--- config.mk ---
export PLATFORM = sky130hd
export DESIGN_NAME = moving_average_prefilter
export DESIGN_NICKNAME = d
export VERILOG_FILES = /design/src/rtl/moving_average_pkg.sv /design/src/rtl/ma_history_ram.sv /design/src/rtl/moving_average_prefilter.sv
export SDC_FILE = /design/constraint.sdc
export NUM_CORES = 1
export LEC_CHECK = 0
export ABC_CLOCK_PERIOD_IN_PS = 8750
export BUFFER_PORTS_ARGS = -buffer_cell sky130_fd_sc_hd__buf_4
export CAP_MARGIN = 20
export CORE_ASPECT_RATIO = 1.4
export CORE_MARGIN = 8
export CORE_UTILIZATION = 45
export DETAILED_ROUTE_END_ITERATION = 16
export PLACE_DENSITY = 0.61
export SLEW_MARGIN = 20
export SYNTH_ARGS = -nofsm -noshare
export SYNTH_HDL_FRONTEND = slang
export SYNTH_SLANG_ARGS = --single-unit
--- constraint.sdc ---
create_clock -name clock -period 8.75 [get_ports clock]
set_input_delay 2.1875 -clock clock [delete_from_list [all_inputs] [get_ports clock]]
set_output_delay 2.1875 -clock clock [all_outputs]
set_load 0.02 [all_outputs]
--- src/rtl/moving_average_pkg.sv ---
// moving_average_pkg: shared state type and sizing helpers
// for the multichannel boxcar prefilter.
package moving_average_pkg;

  typedef enum logic {
    CLEAR,
    RUN
  } fsm_state_t;

  function automatic int sum_width(
    input int data_width,
    input int max_window_log2
  );
    return data_width + max_window_log2;
  endfunction

  function automatic int history_depth(
    input int max_window_log2
  );
    return 1 << max_window_log2;
  endfunction

  localparam int HISTORY_DEPTH = history_depth(4);

endpackage

--- src/rtl/ma_history_ram.sv ---
// ma_history_ram: simple dual-port sample history,
// one-cycle synchronous read, no internal bypass.
module ma_history_ram
  import moving_average_pkg::*;
#(
  parameter int DEPTH = HISTORY_DEPTH,
  parameter int AW    = $clog2(DEPTH),
  parameter int DW    = 16
) (
  input  logic          clock,
  input  logic          we,
  input  logic [AW-1:0] wa,
  input  logic [DW-1:0] wd,
  input  logic          re,
  input  logic [AW-1:0] ra,
  output logic [DW-1:0] q
);

  logic [DW-1:0] mem [DEPTH];

  always_ff @(posedge clock) begin
    if (we) mem[wa] <= wd;
    if (re) q <= mem[ra];
  end

endmodule

--- src/rtl/moving_average_prefilter.sv ---
// moving_average_prefilter: per-channel boxcar average.
// Define MOVING_AVERAGE_ROUNDING_EN for round-half-up output.
module moving_average_prefilter
  import moving_average_pkg::*;
#(
  parameter int N_CHANNELS      = 4,
  parameter int DATA_WIDTH      = 16,
  parameter int MAX_WINDOW_LOG2 = 4,
  parameter int DEST_WIDTH      = 4,
  localparam int KW = $clog2(MAX_WINDOW_LOG2 + 1)
) (
  input  logic                  clock,
  input  logic                  reset,
  input  logic [DATA_WIDTH-1:0] data_in_data,
  input  logic [DEST_WIDTH-1:0] data_in_dest,
  input  logic                  data_in_valid,
  output logic                  data_in_ready,
  output logic [DATA_WIDTH-1:0] data_out_data,
  output logic [DEST_WIDTH-1:0] data_out_dest,
  output logic                  data_out_valid,
  input  logic                  data_out_ready,
  input  logic [KW-1:0]         window_log2
);

  localparam int D  = history_depth(MAX_WINDOW_LOG2);
  localparam int PW = MAX_WINDOW_LOG2;
  localparam int CW =
    (N_CHANNELS > 1) ? $clog2(N_CHANNELS) : 1;
  localparam int AW = CW + PW;
  localparam int SW =
    sum_width(DATA_WIDTH, MAX_WINDOW_LOG2);
  localparam logic [AW-1:0] LAST =
    AW'(N_CHANNELS * D - 1);
  localparam logic [KW-1:0] KMAX =
    KW'(MAX_WINDOW_LOG2);
  localparam logic [DEST_WIDTH-1:0] NCH =
    DEST_WIDTH'(N_CHANNELS);

  fsm_state_t state, state_n;

  logic [KW-1:0] win_q, k;
  logic [AW-1:0] clr_addr;
  logic signed [SW-1:0] sum [N_CHANNELS];
  logic [PW-1:0] wptr [N_CHANNELS];

  logic                  s1_valid;
  logic [DATA_WIDTH-1:0] s1_x;
  logic [CW-1:0]         s1_c;
  logic [PW-1:0]         s1_wp;
  logic                  byp;
  logic [DATA_WIDTH-1:0] byp_x;

  logic change, run, en, take, fire, fwd;
  logic [CW-1:0] in_c;
  logic [PW-1:0] in_wp, w_low;
  logic [AW-1:0] rd_addr, wr_addr, s2_addr;
  logic          we;
  logic [DATA_WIDTH-1:0] wd, ram_q, oldest;
  logic signed [SW-1:0] s_new;
  logic signed [SW:0]   s_ext, s_adj;
  logic [DATA_WIDTH-1:0] avg;

  assign k = (win_q > KMAX) ? KMAX : win_q;
  assign change = (win_q != window_log2);
  assign run = (state == RUN);
  assign en = !data_out_valid | data_out_ready;
  assign data_in_ready = en & run & !change;
  assign take = data_in_valid & data_in_ready
              & (data_in_dest < NCH);
  assign fire = en & s1_valid & run;

  assign in_c = data_in_dest[CW-1:0];
  // A same-channel sample still in stage 1 has not
  // bumped its pointer yet, so account for it here.
  assign fwd = s1_valid && (s1_c == in_c);
  assign in_wp = wptr[in_c] + PW'(fwd);
  assign w_low = PW'((PW + 1)'(1) << k);
  assign rd_addr = {in_c, in_wp - w_low};
  assign s2_addr = {s1_c, s1_wp};

  assign we = !run | fire;
  assign wr_addr = run ? s2_addr : clr_addr;
  assign wd = run ? s1_x : '0;

  ma_history_ram #(
    .DEPTH(N_CHANNELS * D),
    .AW   (AW),
    .DW   (DATA_WIDTH)
  ) u_ram (
    .clock(clock),
    .we   (we),
    .wa   (wr_addr),
    .wd   (wd),
    .re   (take),
    .ra   (rd_addr),
    .q    (ram_q)
  );

  assign oldest = byp ? byp_x : ram_q;
  assign s_new = sum[s1_c]
               + SW'($signed(s1_x))
               - SW'($signed(oldest));
  assign s_ext = (SW + 1)'(s_new);

`ifdef MOVING_AVERAGE_ROUNDING_EN
  logic [SW:0] half;
  assign half = (k == '0) ? '0 :
    (SW + 1)'(1) << (k - KW'(1));
  assign s_adj = s_ext + $signed(half);
`else
  assign s_adj = s_ext;
`endif

  assign avg = DATA_WIDTH'(s_adj >>> k);

  always_ff @(posedge clock) begin
    if (!reset) state <= CLEAR;
    else        state <= state_n;
  end

  always_comb begin
    state_n = state;
    unique case (state)
      CLEAR:
        if (!change && clr_addr == LAST)
          state_n = RUN;
      RUN:
        if (change) state_n = CLEAR;
      default: state_n = CLEAR;
    endcase
  end

  always_ff @(posedge clock) begin
    if (!reset) begin
      win_q          <= window_log2;
      clr_addr       <= '0;
      s1_valid       <= 1'b0;
      s1_x           <= '0;
      s1_c           <= '0;
      s1_wp          <= '0;
      byp            <= 1'b0;
      byp_x          <= '0;
      data_out_valid <= 1'b0;
      data_out_data  <= '0;
      data_out_dest  <= '0;
      for (int i = 0; i < N_CHANNELS; i++) begin
        sum[i]  <= '0;
        wptr[i] <= '0;
      end
    end else if (change) begin
      win_q          <= window_log2;
      clr_addr       <= '0;
      s1_valid       <= 1'b0;
      data_out_valid <= 1'b0;
    end else if (!run) begin
      clr_addr <= clr_addr + AW'(1);
      for (int i = 0; i < N_CHANNELS; i++) begin
        sum[i]  <= '0;
        wptr[i] <= '0;
      end
    end else if (en) begin
      s1_valid <= take;
      if (take) begin
        s1_x  <= data_in_data;
        s1_c  <= in_c;
        s1_wp <= in_wp;
        byp   <= fire && (rd_addr == s2_addr);
        byp_x <= s1_x;
      end
      data_out_valid <= s1_valid;
      if (s1_valid) begin
        data_out_data <= avg;
        data_out_dest <= DEST_WIDTH'(s1_c);
        sum[s1_c]     <= s_new;
        wptr[s1_c]    <= s1_wp + PW'(1);
      end
    end
  end

endmodule
# Word level (Yosys, flattened, before mapping)
# Memory sizes are Yosys's and may differ from the RTL's. A register that Yosys moved wholly into a read port is not among the register bits.
# Cells that the tools add are included.
[classes] reduce_logical=12 n_lt_le_gt_ge=2 bitwise_logic=19 n_shift=2 n_addsub=6 n_mux=38 n_eq_ne=5
[op_table] cell="$mux W20" count=5
[op_table] cell="$mux W16" count=2
[op_table] cell="$add A20 B16 Y20" count=1
[op_table] cell="$mux W4" count=5
[op_table] cell="$reduce_or A20 Y1" count=1
[op_table] cell="$sshr A20 B3 Y16" count=1
[op_table] cell="$sub A20 B16 Y20" count=1
[op_table] cell="$mux W1" count=17
[op_table] cell="$or A1 B1 Y1" count=10
[op_table] cell="$mux W3" count=3
[op_table] cell="$mux W2" count=4
[op_table] cell="$reduce_and A4 Y1" count=2
[op_table] cell="$add A6 B1 Y6 const B" count=1
[op_table] cell="$and A1 B1 Y1" count=6
[op_table] cell="$eq A6 B6 Y1" count=1
[op_table] cell="$eq A6 B6 Y1 const B" count=1
[op_table] cell="$mux W6" count=1
[op_table] cell="$add A4 B1 Y4" count=1
[op_table] cell="$add A4 B1 Y4 const B" count=1
[op_table] cell="$lt A4 B3 Y1 const B" count=1
[op_table] cell="$reduce_or A4 Y1" count=1
[op_table] cell="$shl A1 B3 Y4 const A" count=1
[op_table] cell="$sub A4 B4 Y4" count=1
[op_table] cell="$gt A3 B3 Y1 const B" count=1
[op_table] cell="other kinds (9)" count=15
[word_totals] mem_bits_rw=1120 reg_bits=69 memories=3 out_inout_bits=22 wordCells=99 in_bits=27
[memory_table] memory="u_ram.mem" words=64 width=16 rd=1 rd_ports_with_merged_regs=1 write_ports=1 line="ma_history_ram.sv:19" source="logic [DW-1:0] mem [DEPTH];"
[memory_table] memory="sum" words=4 width=20 rd=1 rd_ports_with_merged_regs=1 write_ports=4 line="moving_average_prefilter.sv:43" source="logic signed [SW-1:0] sum [N_CHANNELS];"
[memory_table] memory="wptr" words=4 width=4 rd=1 rd_ports_with_merged_regs=0 write_ports=4 line="moving_average_prefilter.sv:44" source="logic [PW-1:0] wptr [N_CHANNELS];"

# Depth between registers and ports, before layout
# Gate-level depths: netlist of the first run.
[depth] ltp_word=9 depth_mapped=17 ltp_nobuf=14

# Hierarchy
# Synthesis of the first run repeated with hierarchy kept, for this count alone.
[hier_totals] cells_unflattened=2750 area_unflattened_um2=49749.0
[by_module_without_submodules] module="ma_history_ram" cells_each=1829 seq_area_each_um2=31230.0 area_each_um2=40202.3 instances=1
[by_module_without_submodules] module="moving_average_prefilter" cells_each=921 seq_area_each_um2=4334.2 area_each_um2=9546.7 instances=1

# Worst setup path before layout of the first run
# Ideal clock, no wire load.
[synth_timing] kind="input to register" start="input data_in_dest[1]" end="register u_ram.q[5] (read register of u_ram.mem) (data pin)" setup_time_ps=265 required_ps=8485 n_path_buf=5 stages=15 path_slack_ps=2627 arrival_ps=5858 path_cell_list="buf_1 mux4_2 ha_1 inv_1 ha_1 fa_1 clkbuf_1 clkbuf_1 buf_1 clkbuf_1 mux4_2 nand2_1 o221ai_1 a221oi_1 nand3_1"
[synth_between] elab_chain_cells=4 elab_cells_between_ends=7 cone_classes="2 x add/sub; 1 x order compare; 1 x eq/ne; 1 x bitwise; 1 x reduce/logical; 1 x memory"
[synth_lines] item="start, declared" line="moving_average_prefilter.sv:15" source="input logic [DEST_WIDTH-1:0] data_in_dest,"
[synth_lines] item="branches (longest 2 deep; another with $mem_v2 Z4 W4)"
[synth_lines] item="$add A4 B1 Y4 (*)" line="moving_average_prefilter.sv:76" source="assign in_wp = wptr[in_c] + PW'(fwd);"
[synth_lines] item="named net in_wp[0]" line="moving_average_prefilter.sv:55" source="logic [PW-1:0] in_wp, w_low;"
[synth_lines] item="$sub A4 B4 Y4 (*)" line="moving_average_prefilter.sv:78" source="assign rd_addr = {in_c, in_wp - w_low};"
[synth_lines] item="end, declared" line="ma_history_ram.sv:16" source="output logic [DW-1:0] q"
# Mark *: on every way through the listed nets, which the timed path passes.
# A chain may end at the register's enable or synchronous reset.

# Final worst setup path of the first run
[layout_timing] start="input data_in_dest[0]" end="register u_ram.q[13] (read register of u_ram.mem) (data pin)"
# Same word-level chain as after synthesis.

==> run_results.csv, run 1 <==
group,metric,value,unit
cts,clk_latency,710,ps
grt,overflow,0,
yosys,synth_mux_area_frac,0.152,
floorplan,start_util,0.453,
worst_setup_path,path_buf_inv,4,
cts,h-tree-depth,3,
cts,clk_path_buf_depth,3,
grt,grt_pass1_vias,27500,
route,dr.pass1.iters,5,
floorplan,row_count,144,
yosys,synth_top_area_frac,0.687,
worst_setup_path,arrival,6930,ps
route,initialDrtViolationCount,2611,
sta,fin_tns_setup,0,ps
placement,place_ws,1590,ps
layout,layout.nets,3033,
placement,io_buffers,46,
yosys,synth_simple_gate_area_frac,0.0475,
yosys,synthXorXnorAreaFrac,0.00699,
power_and_ir_drop,power,12.4,mW
sta,fin_hold_ws,466,ps
grt,use_met3,0.0389,
route,drt-total-wl,138,mm
yosys,ys.flop_type,"edfxtp_1",
power_and_ir_drop,power_density,221,nW/um^2
layout,fillerInstances,8899,
layout,syn_to_final_growth,12.7,%
cts,clock_tree.root_cell,"clkbuf_16",
grt,grt_pass1_wl,198,mm
worst_setup_path,crit_family,"multiplexers",
sta,layout_setup_ws,2280,ps
sta,finalHoldViolCount,0,
sta,period_needed,6470,ps
worst_setup_path,cpMostUsedCell,"buf_4",
yosys,synth_compound_area_frac,0.0434,
sta,post-route-period-util,0.740,
yosys,synth-edff-count,1139,
layout,multi_input_area,13300,um^2
worst_setup_path,crit_type,"in -> reg",
sta,maxSlewViolCount,0,
grt,grt_max_degree,66,
yosys,synthTopCellsByArea,"edfxtp_1 (69%), mux4_2 (13%), dfxtp_1 (2.7%)",
status,outcome,"finished clean",
worst_setup_path,cpMaxStageDelayCell,"xor2_4",
min_path,hp-class,"reg -> reg",
worst_setup_path,ff2ff_setup_slack,3450,ps
sta,rsz0062_at_grt,"false",
worst_setup_path,critPathRequiredTime,9210,ps
route,vias_per_cell,5.96,
power_and_ir_drop,vdd_drop_max,146,uV
placement,place_hpwl,88.3,mm
cts,clk_pin_slew,70,ps
sta,max_freq,154,MHz
grt,use_met1,0.265,
floorplan,core_area,110000,um^2
floorplan,dieArea,122000,um^2
yosys,yosys.cell_count.top_type,"edfxtp_1",
cts,cts_resized,0,
yosys,yosysWarnings,0,
yosys,syn_inst,2839,
sta,worstMarginPinSlew,1080,ps
job,maxCapViolCount,0,
cts,clock_sinks,1207,
grt,grt_antenna_before_repair,8,
yosys,synth.cell_area,49800,um^2
yosys,synth_top_family_by_area,"multiplexers",
layout,utilization,0.510,
cts,cts_setup_buffers,0,
yosys,synth-seq-cells,1207,
yosys,synthAdderAreaFrac,0.0151,
worst_setup_path,setup.worst_path.end_class,"flop",
route,drt_drc_violations_left,0,
route,dr_total_vias,26900,
route,wire_per_inst,30.6,um
worst_setup_path,crit_fanout,19,
sta,max_slew_margin,0.282,
grt,grt_usage,0.223,
floorplan,die_w,297,um
worst_setup_path,max_stage_delay,720,ps
yosys,async_flop_share,0,
worst_setup_path,startpoint_type,"primary input",
placement,place_congestion,0.948,
grt,use_met2,0.393,
yosys,synth_common_cells,"edfxtp_1 (1,139), mux4_2 (283), nor2_1 (235), nand2_1 (179), clkbuf_1 (115)",
layout,final_layout_size_suffix_gt1_frac,0.235,
route,ant_nets,0,
yosys,yosys.area.top_type,"edfxtp_1",
yosys,ys_seq_area_frac,0.714,
floorplan,ios,49,
cts,hold_buffers,0,
worst_setup_path,path_cells,"buf_4, mux4_2, ha_1, ha_1, inv_1, fa_4, xor2_4, buf_4, buf_4, mux2i_1, o22ai_1, a21oi_1, nor2_1, a221oi_1, nand3_1",
yosys,synth.distinct_cells,63,
yosys,syn_area_per_cell,17.5,um^2
power_and_ir_drop,leakagePower,20.8,nW
cts,cts_tree,"built",
grt,grt-busiest-layer,"met2",
sta,skew,29.3,ps
floorplan,fp.dieH,410,um
layout,ff_latch_area,35600,um^2
cts,numCtsBuffers,110,
sta,setup_violations,0,
-- final timing paths --
kind         depth (start not counted)                     to                  start
max                                 15  u_ram.q[13]$_DFFE_PP_        data_in_dest[0]
min                                  2  byp_x[1]$_SDFFE_PN0P_  byp_x[1]$_SDFFE_PN0P_
max reg2reg                         13  u_ram.q[13]$_DFFE_PP_     win_q[2]$_DFFE_PP_
min reg2reg                          2  byp_x[1]$_SDFFE_PN0P_  byp_x[1]$_SDFFE_PN0P_
-- flip-flops by register name (all words and copies together), names as in the netlist, 3 cells and up, named ones only --
register	cells
byp_x	16
clr_addr	6
data_out_data	16
s1_wp	4
s1_x	16
sum	80
u_ram.mem	1024
u_ram.q	16
win_q	3
wptr	16
-- logic make-up (layout without fill, tap and decap cells) --
kind of cell,after synthesis,in the layout
AND/OR/NAND/NOR,553,553
adder cells (fa/ha/maj),48,48
multiplexers,394,394
XOR/XNOR,37,37
other,1,5
buffers and inverters,267,480
AO/OA/AOI/OAI,332,332
flip-flops,1207,1207
-- worst reg2reg max path: cells and delay by family, from the launching register on --
kind / cells / cell delay [ps]
simple gates: 4 / 1120
mux: 1 / 600
flops: 1 / 320
fa+ha+maj: 1 / 590
buf+inv: 3 / 1100
xor+xnor: 1 / 720
compound gates: 3 / 610
-- stage by stage --
stage / cells / area (um^2)
finish: 4516 / 56100
global route: 4513 / 56100
CTS: 4513 / 56100
detailed placement: 4306 / 52500
global placement: 4306 / 52500
floorplan: 2840 / 49800
-- final cells by class --
class,instances,area share
inverter,106,0.00709
tap,1460,0.0326
antenna,3,0.000134
sequential,1207,0.634
multi-input combinational,1366,0.237
clock inverter,72,0.0131
clock buffer,135,0.0517
timing repair buffer,167,0.0244
-- per-layer routing --
| metal | wire length, um | vias up |
|---|---|---|
| li1 | - | 11400 |
| met3 | 9320 | 246 |
| met5 | 44 | - |
| met1 | 50200 | 14200 |
| met2 | 71700 | 1108 |
| met4 | 6940 | 6 |
-- cell usage in the layout (no fill, tap or decap), drive strengths merged, types with 7 or more instances in the layout --
cell type,instances
o221ai,18
nor3,21
mux2,50
nor2b,12
nand3,36
o21a,7
nor2,235
edfxtp,1139
nand4,7
and2,34
a31oi,13
a21boi,38
a221oi,16
a21oi,104
clkbuf,135
xnor2,21
o211ai,7
nand2,179
nand2b,12
mux2i,61
buf,167
clkinvlp,11
fa,20
ha,28
dfxtp,68
xor2,15
bufinv,13
a211oi,26
clkinv,43
o21ai,49
mux4,283
inv,111
o22ai,17
-- report_power, final --
| part | internal (mW) | switching (mW) |
|---|---|---|
| logic | 0.480 | 0.776 |
| registers | 6.27 | 0.00944 |
| clock network | 2.75 | 2.14 |
Power figures use the tool's default switching activity.
==> run 2: changes to the inputs <==
--- a/config.mk
+++ b/config.mk
@@ -5,14 +5,15 @@
 export SDC_FILE = /design/constraint.sdc
 export NUM_CORES = 1
 export LEC_CHECK = 0
-export ABC_CLOCK_PERIOD_IN_PS = 8750
+export ABC_AREA = 1
+export ABC_CLOCK_PERIOD_IN_PS = 5800
 export BUFFER_PORTS_ARGS = -buffer_cell sky130_fd_sc_hd__buf_4
 export CAP_MARGIN = 20
 export CORE_ASPECT_RATIO = 1.4
 export CORE_MARGIN = 8
 export CORE_UTILIZATION = 45
 export DETAILED_ROUTE_END_ITERATION = 16
-export PLACE_DENSITY = 0.61
+export PLACE_DENSITY = 0.63
 export SLEW_MARGIN = 20
 export SYNTH_ARGS = -nofsm -noshare
 export SYNTH_HDL_FRONTEND = slang
==> constraint.sdc (replaced) <==
create_clock -name clock -period 5.8 [get_ports clock]
set_input_delay 1.45 -clock clock [delete_from_list [all_inputs] [get_ports clock]]
set_output_delay 1.45 -clock clock [all_outputs]
set_load 0.02 [all_outputs]
==> run 2 against run 1 <==
Compared with the run above: combinational power grew to 2.8 times the previous value; cell count grew 38%; wire length grew 7.6%.
==> run_results.csv, run 2 <==
group,metric,value,unit
route,dr.pass1.iters,7,
route,drt-total-wl,149,mm
yosys,synthTopCellsByArea,"edfxtp_1 (67%), nand2_1 (6.0%), o21ai_0 (5.6%)",
layout,reg_top3,"u_ram.mem x1024, sum x80",
worst_setup_path,setup.worst_path.end_class,"flop",
sta,post-route-period-util,0.835,
layout,regMostFlops,"u_ram.mem",
layout,final_layout_size_suffix_gt1_frac,0.0848,
placement,io_buffers,46,
sta,fin_tns_setup,0,ps
yosys,synth.distinct_cells,43,
sta,finalHoldViolCount,0,
power_and_ir_drop,power,20.2,mW
grt,grt_max_degree,158,
sta,rsz0062_at_grt,"false",
layout,finalInstanceArea,57600,um^2
layout,final_cells,6223,
yosys,async_flop_share,0,
floorplan,row_count,146,
layout,largest_register_ffs,1024,
yosys,syn_area_per_cell,11.1,um^2
power_and_ir_drop,power.net_switching,5.65,mW
yosys,syn_inst,4617,
layout,layout.nets,4729,
route,dr_total_vias,35900,
floorplan,ios,49,
power_and_ir_drop,power_frac_seq,0.469,
sta,setup_violations,0,
yosys,ys.flop_type,"edfxtp_1",
sta,worstMarginPinSlew,965,ps
job,maxCapViolCount,0,
yosys,yosys.area.top_type,"edfxtp_1",
cts,clk_latency,730,ps
sta,skew,24.1,ps
worst_setup_path,path_cells,"buf_4, buf_4, o21ai_0, o22ai_1, ha_1, ha_1, inv_1, fa_4, inv_6, buf_4, o21ai_0, o22ai_1, nand2_1, nand2_1, nand3b_1, nand3_1, nand2_1, nand2_1, nand2_1",
route,initialDrtViolationCount,3710,
yosys,synth_common_cells,"edfxtp_1 (1,139), nand2_1 (828), nor2_1 (729), o21ai_0 (572), o22ai_1 (257)",
worst_setup_path,cpMaxStageDelayCell,"fa_4",
worst_setup_path,path_buf_inv,5,
min_path,min_path_cells,2,
cts,h-tree-depth,3,
route,ant_nets,0,
worst_setup_path,startpoint_type,"primary input",
cts,hold_buffers,0,
yosys,ys_seq_area_frac,0.692,
sta,maxSlewViolCount,0,
cts,clock_sinks,1207,
route,vias_per_cell,5.77,
route,drt_drc_violations_left,0,
worst_setup_path,crit_family,"adder cells",
layout,layout_commonest_cell,"edfxtp_1",
route,wire_per_inst,23.9,um
sta,max_slew_margin,0.350,
yosys,yosysWarnings,0,
placement,place_ws,289,ps
power_and_ir_drop,swShare,0.279,
power_and_ir_drop,vdd_drop_max,231,uV
sta,layout_setup_ws,955,ps
grt,grt_antenna_before_repair,2,
placement,place_hpwl,90.1,mm
grt,overflow,0,
yosys,synth_top_area_frac,0.665,
yosys,synth-seq-cells,1207,
min_path,hp-class,"reg -> reg",
worst_setup_path,worst_r2r_path_depth,18,
layout,mostFrequentLayoutCells,"edfxtp_1 (1,139), nand2_1 (827), nor2_1 (727), o21ai_0 (572), o22ai_1 (257)",
power_and_ir_drop,leakagePower,22.8,nW
placement,placed_area,54000,um^2
cts,cts_setup_buffers,0,
placement,dp_cells,6021,
placement,place_congestion,0.940,
yosys,yosys.cell_count.top_type,"edfxtp_1",
cts,cts_tree,"built",
cts,clk_path_buf_depth,3,
status,outcome,"finished clean",
cts,clk_pin_slew,70,ps
yosys,synth-edff-count,1139,
worst_setup_path,critPathRequiredTime,6390,ps
grt,grt_pass1_vias,34800,
worst_setup_path,crit_fanout,32,
yosys,synth.cell_area,51400,um^2
worst_setup_path,r2r_start,"s1_c[0]$_SDFFE_PN0P_",
worst_setup_path,cpMostUsedCell,"nand2_1",
min_path,holdCritStartpoint,"byp_x[6]$_SDFFE_PN0P_",
cts,numCtsBuffers,110,
power_and_ir_drop,intPower,14.6,mW
sta,period_needed,4840,ps
sta,max_freq,206,MHz
cts,cts_resized,0,
floorplan,die_w,302,um
worst_setup_path,reg2reg_to,"u_ram.q[4]$_DFFE_PP_",
min_path,worstHoldEndpoint,"byp_x[6]$_SDFFE_PN0P_",
power_and_ir_drop,power_density,352,nW/um^2
worst_setup_path,ff2ff_setup_slack,1360,ps
layout,syn_to_final_growth,12.0,%
grt,grt_usage,0.232,
floorplan,start_util,0.454,
power_and_ir_drop,p_comb_frac,0.174,
cts,clock_tree.root_cell,"clkbuf_16",
grt,grt_pass1_wl,220,mm
floorplan,dieArea,125000,um^2
worst_setup_path,arrival,5440,ps
worst_setup_path,max_stage_delay,750,ps
floorplan,fp.dieH,416,um
floorplan,core_area,113000,um^2
power_and_ir_drop,clockPowerShare,0.357,
worst_setup_path,crit_type,"in -> reg",
## run 2: changes by cell type after synthesis, moves of 146 or more
cell / change
o22ai_1: +240
nand2_1: +649
inv_1: +146
nor2_1: +494
o21ai_0: +533
mux4_2: -283
## run 2: final cells by class
type	count	area, um^2
clock buffer	135	2870
sequential	1207	35600
clock inverter	65	673
fill	9853	55700
tap	1480	1850
inverter	261	1000
multi-input combinational	2867	13700
timing repair buffer	207	1870
antenna	1	2.50
## run 2: worst register-to-register path, cell delays in order, from the launching register on
cell and delay, ps:
dfxtp_1 370, inv_1 270, nand2_1 100, a221oi_1 360, ha_1 240, ha_1 270
inv_1 90, fa_4 750, inv_6 200, buf_4 370, o21ai_0 190, o22ai_1 160
nand2_1 70, nand2_1 110, nand3b_1 120, nand3_1 370, nand2_1 170, nand2_1 60
nand2_1 60
## run 2: power groups by stage
stage          combinational [mW]  clock [mW]  sequential [mW]
5_1_grt                      3.84        7.63             9.48
6_report                     3.52        7.23             9.48
4_1_cts                      3.52        7.33             9.48
2_1_floorplan                2.24           0             9.67
3_5_place_dp                 3.50           0             9.67
3_3_place_gp                 3.48           0             9.67
## run 2: worst max path at each step
stage	end	slack (ps)	start	depth (start not counted)
after global placement	u_ram.q[4]$_DFFE_PP_	290	data_in_dest[0]	19
after CTS	u_ram.q[4]$_DFFE_PP_	1060	data_in_dest[0]	19
final	u_ram.q[4]$_DFFE_PP_	960	data_in_dest[1]	19
after detailed placement	u_ram.q[4]$_DFFE_PP_	290	data_in_dest[0]	19
after floorplan	u_ram.q[5]$_DFFE_PP_	1320	data_in_dest[0]	20
after global routing	u_ram.q[1]$_DFFE_PP_	820	data_in_dest[1]	19
## run 2: cell families after synthesis
family,count (synthesis),share of synthesized area
and+or+nand+nor,1823,0.144
DFF,1207,0.692
AOI/OAI and AO/OA,978,0.104
buffers and inverters,544,0.0429
adders and majority gates,48,0.0146
xor gates and xnor gates,16,0.00273
other,1,0.0000729
## run 2: per-layer routing
metal	share of wire	GRT usage	vias up
met5	0	0	-
met4	0.054	0.118	0
met3	0.075	0.0383	328
met2	0.50	0.399	1546
met1	0.37	0.279	17800
li1	-	-	16300
## run 2: stage by stage
step,hold WS (ps),utilization
after floorplan,429,-
after global placement,439,0.477
after detailed placement,444,0.477
after CTS,455,0.508
after global routing,474,0.508
final,457,0.508
